<file path="src/rtl/cam_frame_writer_if.sv">
// Camera-to-frame-buffer bundle: OV7670-style pixel stream in, buffer write
// port and frame status out. The writer takes the slave side; whatever
// drives the camera and watches the buffer port takes the master side.
interface cam_frame_writer_if #(
  parameter int ADDR_W = 17
);
  logic              capture_en;
  logic              cam_vsync;
  logic              cam_href;
  logic [7:0]        cam_data;
  logic              frame_we;
  logic [ADDR_W-1:0] frame_addr;
  logic [11:0]       frame_wdata;
  logic              frame_done;
  logic              frame_ok;
  logic              busy;

  modport master (
    output capture_en, cam_vsync, cam_href, cam_data,
    input  frame_we, frame_addr, frame_wdata, frame_done, frame_ok, busy
  );

  modport slave (
    input  capture_en, cam_vsync, cam_href, cam_data,
    output frame_we, frame_addr, frame_wdata, frame_done, frame_ok, busy
  );
endinterface

</file>
<file path="src/rtl/cam_frame_writer.sv">
// Camera-side frame writer: pairs RGB565 bytes (high byte first) from an
// OV7670-style stream, converts each pixel to RGB444 and writes it to the
// linear frame buffer at row*H_ACTIVE+col. A frame runs from a VSYNC fall
// to the following VSYNC rise and is only captured while capture_en is set.
module cam_frame_writer #(
  parameter int H_ACTIVE = 320,
  parameter int V_ACTIVE = 240,
  parameter int ADDR_W   = 17
) (
  input logic               clk,
  input logic               rst_n,
  cam_frame_writer_if.slave bus
);

  // Counters need one extra code so they can sit at their saturation value.
  localparam int CW = $clog2(H_ACTIVE + 1);
  localparam int RW = $clog2(V_ACTIVE + 1);
  localparam logic [CW-1:0]     COL_MAX   = CW'(H_ACTIVE);
  localparam logic [RW-1:0]     ROW_MAX   = RW'(V_ACTIVE);
  localparam logic [ADDR_W-1:0] LINE_STEP = ADDR_W'(H_ACTIVE);

  typedef enum logic [1:0] {IDLE, SYNC, ACTIVE} state_t;

  state_t            state_reg;
  logic              vsync_q;
  logic              href_q;
  logic              phase_reg;
  logic [7:0]        hi_reg;
  logic [CW-1:0]     col_reg;
  logic [RW-1:0]     row_reg;
  logic [ADDR_W-1:0] row_base_reg;
  logic              line_err_reg;
  logic              frame_we_reg;
  logic [ADDR_W-1:0] frame_addr_reg;
  logic [11:0]       frame_wdata_reg;
  logic              frame_done_reg;
  logic              frame_ok_reg;
  logic              busy_reg;

  logic              vs_fall;
  logic              vs_rise;
  logic              href_fall;
  logic              pix_in_range;
  logic [11:0]       pixel_rgb444;
  logic [RW-1:0]     row_after_line;
  logic              err_after_line;
  logic [RW-1:0]     row_at_end;
  logic              err_at_end;

  assign vs_fall   = vsync_q & ~bus.cam_vsync;
  assign vs_rise   = ~vsync_q & bus.cam_vsync;
  assign href_fall = href_q & ~bus.cam_href;

  assign pix_in_range = (col_reg < COL_MAX) && (row_reg < ROW_MAX);

  // RGB565 {hi,lo} -> RGB444: keep the top four bits of each channel.
  assign pixel_rgb444 = {hi_reg[7:4], hi_reg[2:0], bus.cam_data[7], bus.cam_data[4:1]};

  // Line-end bookkeeping, also used so that a VSYNC rise coinciding with the
  // HREF fall judges the frame on the already-updated row count.
  always_comb begin
    row_after_line = (row_reg < ROW_MAX) ? row_reg + RW'(1) : row_reg;
    err_after_line = line_err_reg | (col_reg != COL_MAX);
    row_at_end     = href_fall ? row_after_line : row_reg;
    err_at_end     = href_fall ? err_after_line : line_err_reg;
  end

  // Frame FSM, byte pairing, address generation and registered outputs.
  always_ff @(posedge clk or negedge rst_n) begin
    if (!rst_n) begin
      state_reg       <= IDLE;
      vsync_q         <= 1'b0;
      href_q          <= 1'b0;
      phase_reg       <= 1'b0;
      hi_reg          <= '0;
      col_reg         <= '0;
      row_reg         <= '0;
      row_base_reg    <= '0;
      line_err_reg    <= 1'b0;
      frame_we_reg    <= 1'b0;
      frame_addr_reg  <= '0;
      frame_wdata_reg <= '0;
      frame_done_reg  <= 1'b0;
      frame_ok_reg    <= 1'b0;
      busy_reg        <= 1'b0;
    end else begin
      vsync_q        <= bus.cam_vsync;
      href_q         <= bus.cam_href;
      frame_we_reg   <= 1'b0;
      frame_done_reg <= 1'b0;

      case (state_reg)
        IDLE: begin
          phase_reg <= 1'b0;
          if (bus.capture_en) begin
            state_reg <= SYNC;
            busy_reg  <= 1'b1;
          end
        end

        SYNC: begin
          phase_reg <= 1'b0;
          if (vs_fall) begin
            state_reg    <= ACTIVE;
            col_reg      <= '0;
            row_reg      <= '0;
            row_base_reg <= '0;
            line_err_reg <= 1'b0;
          end else if (!bus.capture_en) begin
            state_reg <= IDLE;
            busy_reg  <= 1'b0;
          end
        end

        ACTIVE: begin
          if (bus.cam_href) begin
            if (!phase_reg) begin
              hi_reg    <= bus.cam_data;
              phase_reg <= 1'b1;
            end else begin
              phase_reg <= 1'b0;
              if (pix_in_range) begin
                frame_we_reg    <= 1'b1;
                frame_addr_reg  <= row_base_reg + ADDR_W'(col_reg);
                frame_wdata_reg <= pixel_rgb444;
              end else begin
                // A dropped pixel means the line or frame was too long, so
                // the frame is not a clean capture.
                line_err_reg <= 1'b1;
              end
              if (col_reg < COL_MAX) begin
                col_reg <= col_reg + CW'(1);
              end
            end
          end else begin
            phase_reg <= 1'b0;
          end

          if (href_fall) begin
            line_err_reg <= err_after_line;
            col_reg      <= '0;
            row_reg      <= row_after_line;
            if (row_reg < ROW_MAX) begin
              row_base_reg <= row_base_reg + LINE_STEP;
            end
          end

          if (vs_rise) begin
            frame_done_reg <= 1'b1;
            frame_ok_reg   <= (row_at_end == ROW_MAX) & ~err_at_end;
            if (bus.capture_en) begin
              state_reg <= SYNC;
            end else begin
              state_reg <= IDLE;
              busy_reg  <= 1'b0;
            end
          end
        end

        default: begin
          state_reg <= IDLE;
          busy_reg  <= 1'b0;
        end
      endcase
    end
  end

  assign bus.frame_we    = frame_we_reg;
  assign bus.frame_addr  = frame_addr_reg;
  assign bus.frame_wdata = frame_wdata_reg;
  assign bus.frame_done  = frame_done_reg;
  assign bus.frame_ok    = frame_ok_reg;
  assign bus.busy        = busy_reg;

endmodule

</file>
<file path="src/flat_wrapper.sv">
// flat-port wrapper written by rule: the top's interface ports become plain ports
module cam_frame_writer_flat 
#(
  parameter int H_ACTIVE = 320,
  parameter int V_ACTIVE = 240,
  parameter int ADDR_W   = 17
)
  (clk, rst_n, bus_capture_en, bus_cam_vsync, bus_cam_href, bus_cam_data, bus_frame_we, bus_frame_addr, bus_frame_wdata, bus_frame_done, bus_frame_ok, bus_busy);
  cam_frame_writer_if #(.ADDR_W(ADDR_W)) bus_i ();
  input logic clk;
  input logic rst_n;
  input wire logic [$bits(bus_i.capture_en)-1:0] bus_capture_en;
  input wire logic [$bits(bus_i.cam_vsync)-1:0] bus_cam_vsync;
  input wire logic [$bits(bus_i.cam_href)-1:0] bus_cam_href;
  input wire logic [$bits(bus_i.cam_data)-1:0] bus_cam_data;
  output wire logic [$bits(bus_i.frame_we)-1:0] bus_frame_we;
  output wire logic [$bits(bus_i.frame_addr)-1:0] bus_frame_addr;
  output wire logic [$bits(bus_i.frame_wdata)-1:0] bus_frame_wdata;
  output wire logic [$bits(bus_i.frame_done)-1:0] bus_frame_done;
  output wire logic [$bits(bus_i.frame_ok)-1:0] bus_frame_ok;
  output wire logic [$bits(bus_i.busy)-1:0] bus_busy;
  assign bus_i.capture_en = bus_capture_en;
  assign bus_i.cam_vsync = bus_cam_vsync;
  assign bus_i.cam_href = bus_cam_href;
  assign bus_i.cam_data = bus_cam_data;
  assign bus_frame_we = bus_i.frame_we;
  assign bus_frame_addr = bus_i.frame_addr;
  assign bus_frame_wdata = bus_i.frame_wdata;
  assign bus_frame_done = bus_i.frame_done;
  assign bus_frame_ok = bus_i.frame_ok;
  assign bus_busy = bus_i.busy;
  cam_frame_writer #(.H_ACTIVE(H_ACTIVE), .V_ACTIVE(V_ACTIVE), .ADDR_W(ADDR_W)) u_core (.clk(clk), .rst_n(rst_n), .bus(bus_i));
endmodule
</file>
<file path="config.mk">
export PLATFORM = sky130hd
export DESIGN_NAME = cam_frame_writer_flat
export DESIGN_NICKNAME = d
export VERILOG_FILES = /design/src/rtl/cam_frame_writer_if.sv /design/src/rtl/cam_frame_writer.sv /design/src/flat_wrapper.sv
export SDC_FILE = /design/constraint.sdc
export NUM_CORES = 1
export LEC_CHECK = 0
export ABC_AREA = 1
export CAP_MARGIN = 10
export CORE_AREA = 5 5 104 76
export CTS_CLUSTER_DIAMETER = 120
export DETAILED_ROUTE_END_ITERATION = 10
export DIE_AREA = 0 0 109 81
export PLACE_DENSITY = 0.85
export SLEW_MARGIN = 20
export SYNTH_ARGS = -nofsm -noshare
export SYNTH_HDL_FRONTEND = slang
export SYNTH_SLANG_ARGS = --single-unit
</file>
<file path="constraint.sdc">
create_clock -name clk -period 4.35 [get_ports clk]
set_input_delay 1.305 -clock clk [delete_from_list [all_inputs] [get_ports clk]]
set_output_delay 1.305 -clock clk [all_outputs]
set_load 0.02 [all_outputs]
</file>
Yosys cells after proc, flatten, opt, wreduce, memory -nomap -nowiden

Index checks and enable logic that the tools add are counted.

Magnitude comparators: 2
Equality and inequality tests: 15
Add/subtract/negate cells: 4
Bitwise gates (word level): 10
Reductions and logical operators: 14
Mux-type cells: 41

Operators with widths:

| operator              | count |
|---|---|
| $mux 17               | 3 |
| $mux 9                | 5 |
| $pmux 17 s2           | 1 |
| $mux 8                | 3 |
| $mux 1                | 19 |
| $pmux 9 s2            | 1 |
| $add 17x9->17         | 1 |
| $add 17x9->17 const B | 1 |
| $pmux 8 s2            | 1 |
| $reduce_and 5->1      | 2 |
| $add 9x1->9 const B   | 1 |
| $lt 9x9->1 const B    | 1 |
| $ne 3x2->1 const B    | 3 |
| $ne 9x9->1 const B    | 1 |
| $reduce_and 3->1      | 3 |
| $add 8x1->8 const B   | 1 |
| $eq 8x8->1 const B    | 1 |
| $lt 8x8->1 const B    | 1 |
| $mux 2                | 4 |
| $ne 2x1->1 const B    | 4 |
| $reduce_and 4->1      | 2 |
| $ne 3x1->1 const B    | 2 |
| $pmux 2 s3            | 1 |
| $not 1->1             | 5 |
| 12 further kinds      | 19 |

Output and inout port bits: 33
Register bits after elaboration: 81
Bits of input ports: 13

Logic depth before layout (Yosys ltp)

Gate-level depths: netlist of run 1.

Word-level depth: 7
Gate-level depth with buffers: 11

Least setup slack after synthesis of run 1

OpenSTA, ideal clock, no wires.

Kind: input to register
Start: in bus_cam_href
End: reg u_core.col_reg[6]
Library setup time: 0.120 ns
Required time: 4.230 ns
Stages: 10
Path buffers: 0
Path slack: 2.074 ns
Arrival time: 2.157 ns
Cells stage by stage: inv_2 -> nand2_2 -> nand2_1 -> inv_1 -> nand2_1 -> nand2_2 -> nor2_4 -> nand2_1 -> o21ai_0 -> nor2_1

Cells in the longest elaborated chain, start to end: 4

Ends and longest elaborated chain:

| item                                                            | RTL line                | source |
|---|---|---|
| start: declaration                                              | flat_wrapper.sv:14      | `input wire logic [$bits(bus_i.cam_href)-1:0] bus_cam_href;` |
| $not 1->1                                                       | cam_frame_writer.sv:52  | `assign href_fall = href_q & ~bus.cam_href;` |
| $and 1x1->1                                                     | cam_frame_writer.sv:52  |  |
| $ne 3x1->1 (no source line), or another cell as far along       | --                      |  |
| $reduce_and 5->1 (no source line) or $pmux 9 s2 (tied branches) | --                      |  |
| end signal: assignment                                          | cam_frame_writer.sv:132 | `col_reg <= col_reg + CW'(1);` |
| end: declaration                                                | cam_frame_writer.sv:29  | `logic [CW-1:0] col_reg;` |

Several ways; a longest one is shown, not always the timed one.
A chain may end at the register's enable or synchronous reset.

Final worst setup path of run 1

Start: in bus_cam_vsync
End: reg u_core.row_base_reg[6]

Cells in the longest elaborated chain, start to end: 4

Ends and longest elaborated chain:

| item                              | RTL line                | source |
|---|---|---|
| start: declaration                | flat_wrapper.sv:13      | `input wire logic [$bits(bus_i.cam_vsync)-1:0] bus_cam_vsync;` |
| $not 1->1                         | cam_frame_writer.sv:50  | `assign vs_fall = vsync_q & ~bus.cam_vsync;` |
| $and 1x1->1                       | cam_frame_writer.sv:50  |  |
| $ne 2x1->1 (no source line)       | --                      |  |
| $reduce_and 4->1 (no source line) | --                      |  |
| end signal: assignment            | cam_frame_writer.sv:144 | `row_base_reg <= row_base_reg + LINE_STEP;` |
| end: declaration                  | cam_frame_writer.sv:31  | `logic [ADDR_W-1:0] row_base_reg;` |

Every way passes these cells.

==> results of run 1 <==
-- final timing paths --
path	end	slack, ns	depth (start not counted)
worst max-delay path	u_core.row_base_reg[6]	1.48	9
worst min-delay path	u_core.bus.frame_wdata[6]	0.47	2
worst max register to register	u_core.bus.frame_addr[10]	2.03	9
worst min register to register	u_core.bus.frame_wdata[6]	0.47	2
max in group asynchronous	u_core.col_reg[0]	2.68	1
min in group asynchronous	u_core.bus.busy	1.08	1
-- worst max-delay path, delay by kind of cell --
| family | cells | cell delay (ns) |
|---|---|---|
| and+or+nand+nor | 4 | 0.66 |
| buffers and inverters | 3 | 0.75 |
| AOI/OAI and AO/OA | 2 | 0.38 |
-- through the flow --
step,std cells,hold slack (ns),setup WS [ns],util [%]
detailed placement,637,0.4576,1.143,66.08
finish,653,0.4679,1.480,69.43
global placement,637,0.4526,1.215,66.08
CTS,653,0.4740,1.503,69.43
global route,653,0.4952,1.306,69.43
floorplan,508,0.4422,2.074,-
-- cells by family (layout without fill, tap and decap cells) --
logic type / count (synthesis) / after routing / synth area share [%]
AO/OA/AOI/OAI: 62 / 62 / 8.922
XOR/XNOR: 6 / 6 / 1.329
adder cells (fa/ha/maj): 14 / 14 / 4.429
buffers and inverters: 63 / 114 / 7.150
flip-flops: 74 / 74 / 46.82
other: 1 / 2 / 0.09482
AND/OR/NAND/NOR: 287 / 287 / 31.26
-- power breakdown --
group / leakage, nW / switching [mW] / total, mW / internal, mW
combinational: 1.14 / 0.370 / 0.549 / 0.180
clock: 0.117 / 0.268 / 0.607 / 0.340
sequential: 1.01 / 0.0745 / 0.846 / 0.772
-- final cells by class --
type	instances	area [um2]
Clock buffer	10	137.6
Multi-Input combinational cell	371	1824
Tap cell	94	117.6
Sequential cell	74	1852
Timing Repair Buffer	46	455.4
Clock inverter	6	87.58
Fill cell	536	2056
Inverter	52	195.2
-- cell usage in the layout (no fill, tap or decap), types with 2 or more instances in the layout --
cell	instances
sky130_fd_sc_hd__bufinv_16	2
sky130_fd_sc_hd__inv_2	7
sky130_fd_sc_hd__ha_1	14
sky130_fd_sc_hd__clkinv_2	2
sky130_fd_sc_hd__nor3_2	2
sky130_fd_sc_hd__a21oi_2	2
sky130_fd_sc_hd__clkbuf_8	10
sky130_fd_sc_hd__inv_1	45
sky130_fd_sc_hd__nor2_2	2
sky130_fd_sc_hd__clkdlybuf4s50_1	44
sky130_fd_sc_hd__nand3_1	44
sky130_fd_sc_hd__nor2_4	2
sky130_fd_sc_hd__nor3_1	6
sky130_fd_sc_hd__dfrtp_1	74
sky130_fd_sc_hd__nand4_1	10
sky130_fd_sc_hd__a21boi_0	2
sky130_fd_sc_hd__xnor2_1	2
sky130_fd_sc_hd__conb_1	2
sky130_fd_sc_hd__nor2_1	32
sky130_fd_sc_hd__xor2_1	4
sky130_fd_sc_hd__a21oi_1	10
sky130_fd_sc_hd__o21ai_1	6
sky130_fd_sc_hd__o31ai_1	2
sky130_fd_sc_hd__nand3b_1	2
sky130_fd_sc_hd__nand2_2	4
sky130_fd_sc_hd__buf_4	2
sky130_fd_sc_hd__o21ai_0	31
sky130_fd_sc_hd__nand2_1	180
sky130_fd_sc_hd__o22ai_1	4
-- cells in the mapped netlist, types with 3 or more instances --
library cell	number
sky130_fd_sc_hd__nand2_1	180
sky130_fd_sc_hd__dfrtp_1	74
sky130_fd_sc_hd__inv_1	45
sky130_fd_sc_hd__nand3_1	44
sky130_fd_sc_hd__nor2_1	32
sky130_fd_sc_hd__o21ai_0	31
sky130_fd_sc_hd__ha_1	14
sky130_fd_sc_hd__a21oi_1	10
sky130_fd_sc_hd__nand4_1	10
sky130_fd_sc_hd__inv_2	7
sky130_fd_sc_hd__nor3_1	6
sky130_fd_sc_hd__o21ai_1	6
sky130_fd_sc_hd__buf_2	4
sky130_fd_sc_hd__buf_6	4
sky130_fd_sc_hd__nand2_2	4
sky130_fd_sc_hd__o22ai_1	4
sky130_fd_sc_hd__xor2_1	4
sky130_fd_sc_hd__buf_4	3
-- layer usage --
layer	vias up	part of all wire [%]	wire, um
met5	-	0	0
met4	0	1.2	105
met3	17	7.0	634
met2	127	46	4117
met1	1630	46	4159
li1	1721	-	-
==> out/summary.md, run 1 <==
Subtracting the final worst setup slack from the clock period gives 2.870 ns. The number of global-route vias before repair is 3346. Clock-pin slew was measured on the worst setup and hold paths at 0.08 ns.

The total congestion overflow after global routing is 0. The share of the Yosys chip area taken by registers is 46.82%. For the final routed database, the setup TNS stands at 0 ns. The register with the most flip-flops in the layout has 17 of them. The tools report the largest clock skew in the final design as 0.01151 ns. The worst setup path is captured at a flop.

The area of the die is 0.008829 mm2. TritonCTS built the clock tree. From left edge to right edge, the die measures 109 um. The final layout contains 581 nets. STA classifies the critical path startpoint as an input port. The TritonCTS buffer count is 9, and the leakage power of the design is 2.270 nW.

The logs give 46 for the I/O pin total and 0 for the count of pins over their slew limit. On the worst path, the slowest cell contributes a delay of 0.47 ns. In the routed design, unresolved DRC markers number 0.

Headroom to the max-slew limit came out at 38.75%. The routability congestion estimate from global placement came out at 0.9206. The starting utilization of the core area came out at 58.81%. The logs give 3.10 ns for the arrival time of data at the critical path endpoint and 331 for the initial detailed-routing violation count. The final setup violation count is 0, and the final total power is 2.003 mW.

The fraction of registers with async set or reset after synthesis works out to 100.0%. In the final layout, the share of cells above drive strength 1 is 7.156%. Startpoint of the worst-slack reg-to-reg timing path: u_core.state_reg[0]. The timing startpoint of the critical path was bus_cam_vsync. For the worst-skew pair, the clock arrives at the later sink with an insertion delay of 0.35 ns. Power density normalized to cell area: 428.9 mW/mm2. Setup repair after global routing left no endpoint under its margin. The die is 81 um tall. The tools report the total of hold buffers inserted after clock tree synthesis as 0. The detail route stage leaves a number of antenna-violating nets equal to 0.

Global routing consumed, on the met1 layer, 30.25% of the routing resources. Across the run, the number of max-cap violations was 0. Buffers added to address setup during post-CTS repair amount to 0. At the pin with the least slew margin, the transition time is 0.9187 ns.

The clock net in this run drives a total of 74 sinks. Averaged over all synthesized cells, the footprint is 7.801 um2. For the met3 routing resource usage after global routing, the log shows 6.910%. The overall track demand over capacity in global routing came out at 22.22%. The number of antenna diodes in the final layout is 0. Cell area after placement: 0.004444 mm2.

Entering global routing, the biggest net connects 75 pins. For the detailed-placement wirelength estimate, the log shows 6465 um. For this block, the routed nets add up to 9016 um of wire. Traced cell by cell, the critical path runs through clkdlybuf4s50_1 -> inv_2 -> nand2_2 -> a21oi_4 -> nand2_1 -> nand2_1 -> inv_1 -> nand2_1 -> o21ai_0.

The run finished with clean final reports. The tools report the detailed-router iteration count before antenna repair as 5. The worst path uses 65.97% of the clock period. The data required time of the worst path came out at 4.58 ns. Cell with the most instances on the worst path: sky130_fd_sc_hd__nand2_1. Fmax: 348.5 MHz.

The longest clock path from root to sink contains 2 buffers. The path class of the tightest hold or removal check is reg -> reg. Number of flops mapped to enable cells by yosys: 0.

In this run, synthesis produced a sequential element count of 74. The biggest area consumer among synthesized cells was sky130_fd_sc_hd__dfrtp_1. Sorting the synthesized cells by area gives the leading types as sky130_fd_sc_hd__dfrtp_1 (47%), sky130_fd_sc_hd__nand2_1 (17%), sky130_fd_sc_hd__nand3_1 (5.6%), sky130_fd_sc_hd__ha_1 (4.4%), sky130_fd_sc_hd__inv_1 (4.3%). Global routing consumed, on the met2 layer, 34.87% of the routing resources.

The netlist area before placement came out at 0.003955 mm2. In this run the worst path has a maximum fanout of 12. Of the post-synthesis cell area, the dominant cell type holds 46.82%.

In this run the tool buffered the top-level ports with 45 buffer cells. The critical path class is in -> reg. The H-tree was split into 3 levels.

For the number of antenna violations at the first check in global routing, the log shows 0. For this run, the leading register cell type out of synthesis is sky130_fd_sc_hd__dfrtp_1. The routed layout has 3495 vias.

The gate count after technology mapping is 507. The final instance area is 0.004669 mm2. In the routed layout, each cell is associated on average with a via count of 5.352.

For this design, the slowest cell found on the critical path is sky130_fd_sc_hd__clkdlybuf4s50_1. The signed area change from the synthesized netlist to the final layout was 18.06%; the average wire per cell in the routed design was 13.81 um. The region available for standard cell placement spans 0.006725 mm2.

The first global-routing pass estimated 15430 um of wire. For this run, the number of Yosys warnings is 0. The global routing stage identified its most utilized layer as met2. In this run the clock root is driven by a sky130_fd_sc_hd__clkbuf_8.

The peak supply drop was 340.9 uV; the number of cell rows was 25. The startpoint identified for the worst hold timing path is u_core.hi_reg[1]. Post-CTS repair changed the size of 0 cells.

The logs give 0 for the total count of hold-check failures in the final report and 35 for the number of different library cells in the post-synthesis netlist.
Power figures use the tool's default switching activity.
==> run 2, diff against run 1 <==
CORE_AREA = 5 5 107 79   (was 5 5 104 76)
DIE_AREA = 0 0 112 84   (was 0 0 109 81)
PLACE_DENSITY = 0.8   (was 0.85)
clock period = 2.8 ns   (was 4.35 ns; I/O delays follow)
==> run 2 against run 1 <==
Register-to-register slack got worse by 1.2 ns. Flip-flop and latch count stayed put. Sequential power up 56%. Sequential share of layout area decreased by 0.48 points.
==> out/summary.md, run 2 (synthesis gave the netlist of run 1 again) <==
For the clock latency on the worst-skew pair, the log shows 0.35 ns. The floorplan step defined a core boundary enclosing 0.007466 mm2. The layout cell share with drive strength beyond 1 was 7.979%; the total of hold buffers inserted after clock tree synthesis was 0.

The fmax was 448.1 MHz; the total setup buffers inserted after CTS was 0. The tools report the headroom to the max-slew limit as 58.45%. Cells fill 63.31% of the core in the end. The global-route wire length before repair is 15990 um. For this run, design rule violations remaining after detail routing come to 0. The clock transition at the registers of the reported paths came out at 0.08 ns.

The initial detailed-routing violation count was 201. Across the run, the number of max-cap violations was 0. Once the floorplan was initialized, standard cells occupied 52.97% of the core. Power spread over the standard cell area amounts to 672.6 mW/mm2. The first detailed-routing pass ran for 5 iterations.

The flow ran to the end, and the final reports show no timing, DRC or antenna violations. The number of cell instances on the worst register-to-register path was 9. Dividing the detail-routed via count by the number of cells gives 5.274.

The worst setup margin is 0.5685 ns, and the worst-margin pin slew is 0.6223 ns. Compared with the post-synthesis result, the final layout area differs by 19.52%. In the final timing run, aggregate negative setup slack is 0 ns.

Across all register-to-register paths, the minimum setup slack is 0.79 ns. Critical path startpoint category: an input port. Global routing consumed, over all layers together, 20.70% of the routing resources. After clock tree synthesis, the repair step resized 0 gates.

Post-route fraction of the period consumed by the critical path: 79.70%. Traced cell by cell, the critical path runs through clkdlybuf4s50_1 -> inv_2 -> nand2_2 -> nand2_1 -> inv_1 -> nand2_1 -> nand2_2 -> nor2_4 -> nand2_1 -> o21ai_0 -> nor2_1. The filler cells instantiated in the layout total 641. At the worst endpoint, the required time is 3.04 ns. Clock sink count: 74. The tools report the final total power as 3.180 mW. Port buffering added 45 buffers. Entering global routing, the biggest net connects 52 pins. The endpoint of the worst register-to-register path is u_core.row_base_reg[9]. The timing endpoint of the critical path was u_core.col_reg[5].

Before CTS, the worst setup slack after placement is 0.2096 ns. Along the worst path, the maximum fanout reaches 9. The number of flip-flops under the largest register name works out to 17.

The H-tree depth was 3; the arrival time of data at the critical path endpoint was 2.47 ns. Setup repair after global routing left no endpoint under its margin. TritonCTS built the clock tree. STA classifies the critical path endpoint as a flop. The count of nets left with antenna violations once routing finished came out at 0. The run gives 0 as the number of antenna violations at the first check in global routing.

After layout, the minimum clock period comes to 2.232 ns. In this run the core area contains 27 standard-cell rows. For this block, the via count after detailed routing is 3507. The routability congestion estimate from global placement is 0.8826.

The floorplan step defined a die boundary enclosing 0.009408 mm2. Leaving out fill and tap cells, the most frequent cells in the layout are sky130_fd_sc_hd__nand2_1 (180), sky130_fd_sc_hd__dfrtp_1 (74), sky130_fd_sc_hd__inv_1 (45). Dividing the detail-routed wire length by the instance count gives 13.88 um. The final setup violation count is 0. 46 I/O pins were placed.

The cell with the most instances on the worst path was sky130_fd_sc_hd__nand2_1. The most critical setup path has its startpoint at bus_cam_href. The number of diodes added for antenna fixing is 0. Between clock sinks in the finished design, the worst skew comes to 0.007645 ns.

The run gives 479.0 uV as the peak supply drop. Summed over all layers, the routed wires come to 9229 um. The tools report the TritonCTS buffer count as 9.

The worst setup path is of the in -> reg kind. The analysis attributes to cell leakage a power of 2.291 nW. The startpoint identified for the worst register-to-register timing path is u_core.state_reg[0]. The count of pins over their slew limit was 0. Standard cell with the maximum stage delay on the critical path: sky130_fd_sc_hd__clkdlybuf4s50_1. Summed over all layers, the global routing overflow is 0. In this run the clock root is driven by a sky130_fd_sc_hd__clkbuf_8. In this design, the stage delay of the slowest critical-path cell is 0.46 ns. The clock passes through at most 2 buffers. Detailed placement ended at an HPWL of 6694 um. The tools report the total count of hold-check failures in the final report as 0.

The worst hold path belongs to the class in -> async. From bottom edge to top edge, the die measures 84 um. Measured along the x axis, the die boundary spans 112 um.

For the number of global-route vias before repair, the log shows 3465. The most common cell after layout, fill and taps aside was sky130_fd_sc_hd__nand2_1. Number of nets in the finished design: 586.
==> run 2: cell count changes in the layout (fill, tap and decap cells not counted) <==
cell	change
sky130_fd_sc_hd__buf_2	+1
sky130_fd_sc_hd__clkinv_4	-1
sky130_fd_sc_hd__clkinv_2	-1
sky130_fd_sc_hd__clkinvlp_4	+2
sky130_fd_sc_hd__buf_4	+3
sky130_fd_sc_hd__buf_12	+1
==> run 2: final cells by class <==
cell class | instances | area [um2] | share of cell area (%)
Clock buffer | 10 | 137.6 | 2.912
Tap cell | 101 | 126.4 | 2.673
Clock inverter | 6 | 88.84 | 1.879
Inverter | 52 | 195.2 | 4.129
Sequential cell | 74 | 1852 | 39.17
Timing Repair Buffer | 51 | 503.0 | 10.64
Multi-Input combinational cell | 371 | 1824 | 38.59
==> run 2: worst min-delay path by stage <==
stage                                    start                         end  slack (ns)  cells after the start
floorplan                     u_core.hi_reg[0]            u_core.hi_reg[0]        0.44                      2
global placement     u_core.bus.frame_wdata[2]   u_core.bus.frame_wdata[2]        0.45                      2
detailed placement  u_core.bus.frame_wdata[11]  u_core.bus.frame_wdata[11]        0.46                      2
CTS                                      rst_n         u_core.bus.frame_we        0.48                      1
global route                  u_core.hi_reg[2]            u_core.hi_reg[2]        0.49                      2
finish                                   rst_n         u_core.bus.frame_we        0.47                      1
==> run 2: where the power goes <==
group | switching (mW) | total [mW] | internal (mW)
sequential | 0.118 | 1.32 | 1.20
combinational | 0.607 | 0.924 | 0.316
clock | 0.412 | 0.939 | 0.527
==> run 2: layer usage <==
| metal | share of wire, % | track usage, % |
|---|---|---|
| met5 | 0 | 0 |
| met2 | 46 | 32.86 |
| met3 | 5.9 | 4.855 |
| met1 | 47 | 28.32 |
| met4 | 1.3 | 6.332 |
==> run 2: per-stage QoR <==
stage / hold slack, ns / area [um2] / instances
3_3_place_gp: 0.4529 / 4501 / 649
6_report: 0.4730 / 4727 / 665
3_5_place_dp: 0.4578 / 4501 / 649
5_1_grt: 0.4943 / 4727 / 665
2_1_floorplan: 0.4422 / 3959 / 508
4_1_cts: 0.4772 / 4727 / 665
==> run 2: critical path: cells and delay by family <==
kind | cells | cell delay, ns
and+or+nand+nor | 7 | 0.75
buffers and inverters | 3 | 0.66
AOI/OAI and AO/OA | 1 | 0.21
